==> src/rtl/rd_skew_control_pkg.sv <==
// rd_skew_control shared package
// Defaults, FSM encoding, lane helpers
package rd_skew_control_pkg;

  localparam int WH_DEF = 4;
  localparam int LANE_W = 8;
  localparam int ADDR_W_DEF = LANE_W;

  localparam logic [1:0] ST_IDLE = 2'd0;
  localparam logic [1:0] ST_RUN  = 2'd1;
  localparam logic [1:0] ST_DONE = 2'd2;

  // drain counter must hold W-1
  function automatic int drain_w(int w);
    return $clog2(w) + 1;
  endfunction

endpackage

==> src/rtl/rd_skew_stage.sv <==
// One lane of the read skew delay chain
// Ports: clk, reset(n), en_in/addr_in -> en/addr
module rd_skew_stage
  import rd_skew_control_pkg::*;
#(
  parameter int ADDR_W = LANE_W
) (
  input  logic              clk,
  input  logic              reset,
  input  logic              en_in,
  input  logic [ADDR_W-1:0] addr_in,
  output logic              en,
  output logic [ADDR_W-1:0] addr
);

  always_ff @(posedge clk or negedge reset) begin
    if (!reset) begin
      en   <= 1'b0;
      addr <= '0;
    end else begin
      en   <= en_in;
      addr <= en_in ? addr_in : '0;
    end
  end

endmodule

==> src/rtl/rd_skew_control.sv <==
// Skewed read enable/address sequencer
// Ports: clk, reset(n), start, base_addr, num_rows -> busy, done, rd_en, rd_addr
module rd_skew_control
  import rd_skew_control_pkg::*;
#(
  parameter int WIDTH_HEIGHT = WH_DEF,
  parameter int ADDR_W       = ADDR_W_DEF
) (
  input  logic                           clk,
  input  logic                           reset,
  input  logic                           start,
  input  logic [ADDR_W-1:0]              base_addr,
  input  logic [ADDR_W-1:0]              num_rows,
  output logic                           busy,
  output logic                           done,
  output logic [WIDTH_HEIGHT-1:0]        rd_en,
  output logic [WIDTH_HEIGHT*ADDR_W-1:0] rd_addr
);

  localparam int DW = drain_w(WIDTH_HEIGHT);

  logic [1:0]        state;
  logic [ADDR_W-1:0] rem;
  logic [ADDR_W-1:0] addr0;
  logic              en0;
  logic [DW-1:0]     drain;

  logic [WIDTH_HEIGHT-1:0] en_c;
  logic [ADDR_W-1:0]       addr_c [WIDTH_HEIGHT];

  // rem = reads still to issue after the current one
  // drain ticks once per edge after lane 0 is spent
  always_ff @(posedge clk or negedge reset) begin
    if (!reset) begin
      state <= ST_IDLE;
      busy  <= 1'b0;
      done  <= 1'b0;
      en0   <= 1'b0;
      addr0 <= '0;
      rem   <= '0;
      drain <= '0;
    end else begin
      done <= 1'b0;
      unique case (state)
        ST_IDLE: begin
          if (start) begin
            busy  <= 1'b1;
            drain <= DW'(WIDTH_HEIGHT - 1);
            if (num_rows != '0) begin
              state <= ST_RUN;
              en0   <= 1'b1;
              addr0 <= base_addr;
              rem   <= num_rows - ADDR_W'(1);
            end else begin
              state <= ST_DONE;
              done  <= 1'b1;
            end
          end
        end
        ST_RUN: begin
          if (rem != '0) begin
            en0   <= 1'b1;
            addr0 <= addr0 + ADDR_W'(1);
            rem   <= rem - ADDR_W'(1);
          end else begin
            en0   <= 1'b0;
            addr0 <= '0;
            if (drain == '0) begin
              state <= ST_DONE;
              done  <= 1'b1;
            end else begin
              drain <= drain - DW'(1);
            end
          end
        end
        ST_DONE: begin
          state <= ST_IDLE;
          busy  <= 1'b0;
        end
        default: begin
          state <= ST_IDLE;
          busy  <= 1'b0;
          en0   <= 1'b0;
          addr0 <= '0;
        end
      endcase
    end
  end

  assign en_c[0]   = en0;
  assign addr_c[0] = addr0;

  for (genvar i = 1; i < WIDTH_HEIGHT; i++) begin : g_lane
    rd_skew_stage #(
      .ADDR_W(ADDR_W)
    ) u_stage (
      .clk    (clk),
      .reset  (reset),
      .en_in  (en_c[i-1]),
      .addr_in(addr_c[i-1]),
      .en     (en_c[i]),
      .addr   (addr_c[i])
    );
  end

  for (genvar i = 0; i < WIDTH_HEIGHT; i++) begin : g_pack
    assign rd_addr[i*ADDR_W +: ADDR_W] = addr_c[i];
  end

  assign rd_en = en_c;

endmodule

==> config.mk <==
export PLATFORM = sky130hd
export DESIGN_NAME = rd_skew_control
export DESIGN_NICKNAME = d
export VERILOG_FILES = /design/src/rtl/rd_skew_control_pkg.sv /design/src/rtl/rd_skew_stage.sv /design/src/rtl/rd_skew_control.sv
export SDC_FILE = /design/constraint.sdc
export NUM_CORES = 1
export LEC_CHECK = 0
export CAP_MARGIN = 20
export CORE_ASPECT_RATIO = 1.4
export CORE_MARGIN = 4
export CORE_UTILIZATION = 53
export DETAILED_ROUTE_END_ITERATION = 8
export GPL_TIMING_DRIVEN = 0
export PLACE_DENSITY = 0.88
export RECOVER_POWER = 100
export SYNTH_ARGS = -nofsm -noshare
export SYNTH_HDL_FRONTEND = slang
export SYNTH_SLANG_ARGS = --single-unit
==> constraint.sdc <==
create_clock -name clk -period 3.6 [get_ports clk]
set_input_delay 0.36 -clock clk [delete_from_list [all_inputs] [get_ports clk]]
set_output_delay 0.36 -clock clk [all_outputs]
set_load 0.05 [all_outputs]
==> results.cfg <==
[placed_design]
place_hpwl_um = 4040
dp_worst_setup_slack_ps = 1010
placement.io_buffers = 54
finalWeightedCongestion = 0.873

[finish]
final_util_pct = 72.5
num-nets-final = 323
multiInputGateArea_um2 = 1040
antennaDiodeCount = 0
drive_above_1_share_pct = 6.64
fillers = 358
regArea_um2 = 1280
areaGrowthSynthToFinish_pct = 29.3

[route]
detailedRoute.firstPassIterationCount = 4
routed_via_count_divided_by_cell_count = 5.67
wl_per_cell_um = 15.2
number_of_design_rule_violations_left_by_the_first_detailed_router_iteration = 90
postRouteWirelength_um = 5500
count_of_nets_left_with_antenna_violations_after_detail_routing = 0
remaining_drc_errors = 0
vias = 2048

[synth]
post-synth-top-count-cell = dfrtp_1
synth_enable_flop_cells = 0
syn-cell-area_um2 = 2430
synth-seq-cells = 51
synthFlopType = dfrtp_1
netlist_top_cells_count = 51 x dfrtp_1, 26 x and2_1, 21 x nor2_1, 15 x o21ai_0, 14 x a21oi_1
number_of_instances_in_the_synthesized_netlist = 237
synth_nets = 260
seq_area_frac_synth_pct = 52.4
avg_cell_area_syn_um2 = 10.3
yosys.area.top_type = dfrtp_1
yosys.area.top_type_share_pct = 52.4
ys_async_sr_fraction_pct = 100
post_synth_num_cell_types = 46
synth_top_cells_by_area = dfrtp_1 52%, and2_1 6.7%, mux2i_1 4.5%, nor2_1 3.2%, o21ai_0 3.1%
yosys_warnings = 0

[cts]
cts.repair_timing.setup_buffer_count = 0
htree_num_levels = 2
cts_tree = done
post_cts_resized = 0
postCtsHoldBufs = 1
clkSinkCount = 51
numCtsBuffers = 5
ctsRootBufferMaster = clkbuf_8
clockBufferDepth = 2
worst_skew_pair_latency_ps = 320
clkSlewWorstSetupHoldPaths_ps = 100

[critical_path]
critical_path.n_buffers_inverters = 2
timing.critical_path.max_delay_family = compound AO/OA/AOI/OAI gates
crit_path_max_incr_delay_ps = 640
critPathRequiredTime_ps = 3790
crit_path_top_delay_cell = nor4_1
worstSetupEndpointType = flop
crit_path_cell_trace = dlygate4sd3_1 > nor4_1 > a21boi_0 > a21o_4 > clkbuf_1 > a21oi_1 > a21oi_1
max_fo_critical_path = 10
critical_path.startpoint_type = primary input
critPathArrivalTime_ps = 2790
r2r_cells = 7
worst-setup-path-type = primary input to flop
rr_endpoint = rem[5]$_DFFE_PN0P_
logic_depth_of_the_worst_setup_path_including_buffers = 7
reg2reg_setup_slack_ps = 1310
worst_flop_to_flop_path_startpoint = rem[3]$_DFFE_PN0P_
critPathMostFrequentCell = a21oi_1

[sta]
grt_setup_unrepaired = false
fin_setup_tns_ps = 0
timing.final.setup_violations = 0
report.final.hold_viol_count = 0
maxSlewViolCount = 0
timing.fmax_ghz = 0.384
fin_crit_ps = 2600
actual_transition_at_the_worst_max_transition_pin_ps = 684
clock-skew-final_ps = 6.67
final.setup.worst_slack_ps = 998
whs_ps = 488
period_share_pct = 72.3
slew_headroom_pct = 53.1

[grt]
grt_usage_pct = 21.7
first_pass_grt_wire_length_um = 9590
antenna_found_initial = 0
first_global_vias = 2076
grt_overflow_total = 0
maximum_number_of_pins_on_one_net_before_global_route_repair = 42

[floorplanning]
initial_core_util_pct = 56.0
placement_rows = 28
chipHeight_um = 88.2
chipWidth_um = 65.3
die_area_um2 = 5760
core_region_area_um2 = 4340
top_level_ports = 57

[worst_hold_path]
hold_path_end = g_lane[3].u_stage.addr[4]$_DFF_PN0_
hp-class = flop to flop
min-delay-start = g_lane[2].u_stage.addr[4]$_DFF_PN0_
timing.hold.worst_path_depth = 1

[flow_run]
timing.max_cap.violations = 0

[power]
report.power.total_uw = 2730
vdd.ir_drop.worst_mv = 0.487
power_leakage_uw = 0.00137
power.density_cell_area_nw_per_um2 = 868

[run_status]
status = finished clean
-- kinds of logic (layout without fill, tap and decap cells) --
kind of cell | count (synthesis) | count (layout) | share of synthesized area (%)
mux | 12 | 12 | 5.14
flops | 51 | 51 | 52.4
fa+ha+maj | 4 | 4 | 2.06
compound gates | 58 | 58 | 15.6
xor+xnor | 3 | 3 | 1.08
simple gates | 88 | 88 | 19.5
buf+inv | 21 | 85 | 4.21
-- flip-flops by register name, indices dropped and copies added, names as in the netlist --
signal,cells
en0,1
g_lane.u_stage.en,3
addr0,8
busy,1
state,2
done,1
rem,8
drain,3
g_lane.u_stage.addr,24
-- worst max path at each step --
stage / from / to / slack [ps]
after floorplan: rem[3]$_DFFE_PN0P_ / rem[0]$_DFFE_PN0P_ / 1720
after global routing: num_rows[6] / rem[5]$_DFFE_PN0P_ / 880
after global placement: reset / done$_DFF_PN0_ / 740
final: num_rows[6] / rem[5]$_DFFE_PN0P_ / 1000
after detailed placement: num_rows[6] / addr0[6]$_DFFE_PN0P_ / 1010
after CTS: state[0]$_DFFE_PN0P_ / rem[6]$_DFFE_PN0P_ / 1350
-- power breakdown --
part / switching [uW] / internal, uW
Sequential: 168 / 801
Combinational: 953 / 456
Clock: 210 / 144
Total: 1330 / 1400
-- per-stage QoR --
step,cells,cell area [um^2]
after global routing,361,3150
after floorplan,237,2430
final,361,3150
after CTS,361,3170
after global placement,351,3050
after detailed placement,352,3070
-- metal layers --
| layer | vias to the layer above | part of all wire, % | wire length [um] | GRT usage (%) |
|---|---|---|---|---|
| met1 | 991 | 39 | 2120 | 25.7 |
| met5 | - | 0 | 0 | 0 |
| met3 | 16 | 5.7 | 311 | 3.85 |
| met2 | 81 | 53 | 2940 | 37.4 |
| li1 | 960 | - | - | - |
| met4 | 0 | 2.3 | 128 | 11.1 |
-- layout make-up --
class                   count  area share, %
plain buffers              12           1.91
clock buffers               5           2.19
clock inverters             3          0.874
inverters                   9           1.07
multi-input cells         165           33.1
flip-flops and latches     51           40.5
well taps                  60           2.38
repair buffers             56           17.9
-- worst reg2reg max path: cells and delay by family (launching register included) --
| family | cells | cell delay (ps) |
|---|---|---|
| compound gates | 4 | 740 |
| flops | 1 | 430 |
| simple gates | 1 | 540 |
| buf+inv | 2 | 450 |
-- cells in the final DEF (no fill, tap or decap), types with 3 or more instances in the layout --
| cell | synthesis | final |
|---|---|---|
| ha_1 | 4 | 4 |
| and3_1 | 4 | 4 |
| nor2_1 | 21 | 21 |
| inv_1 | 9 | 9 |
| nor3_1 | 3 | 4 |
| or2_2 | 3 | 3 |
| mux2i_1 | 11 | 11 |
| nor4_1 | 4 | 4 |
| buf_4 | 4 | 4 |
| and2_0 | 0 | 14 |
| o21ai_0 | 15 | 15 |
| clkbuf_1 | 5 | 8 |
| clkdlybuf4s50_1 | 0 | 13 |
| or4_1 | 3 | 3 |
| nand3_1 | 3 | 3 |
| clkbuf_8 | 0 | 5 |
| nand2b_1 | 5 | 5 |
| dlygate4sd3_1 | 0 | 41 |
| and2_1 | 26 | 12 |
| nand2_1 | 10 | 10 |
| dfrtp_1 | 51 | 51 |
| a21oi_1 | 14 | 15 |
| a32oi_1 | 3 | 3 |
| a31oi_1 | 4 | 4 |
| o22ai_1 | 5 | 5 |
(Power assumes the default switching activity.)
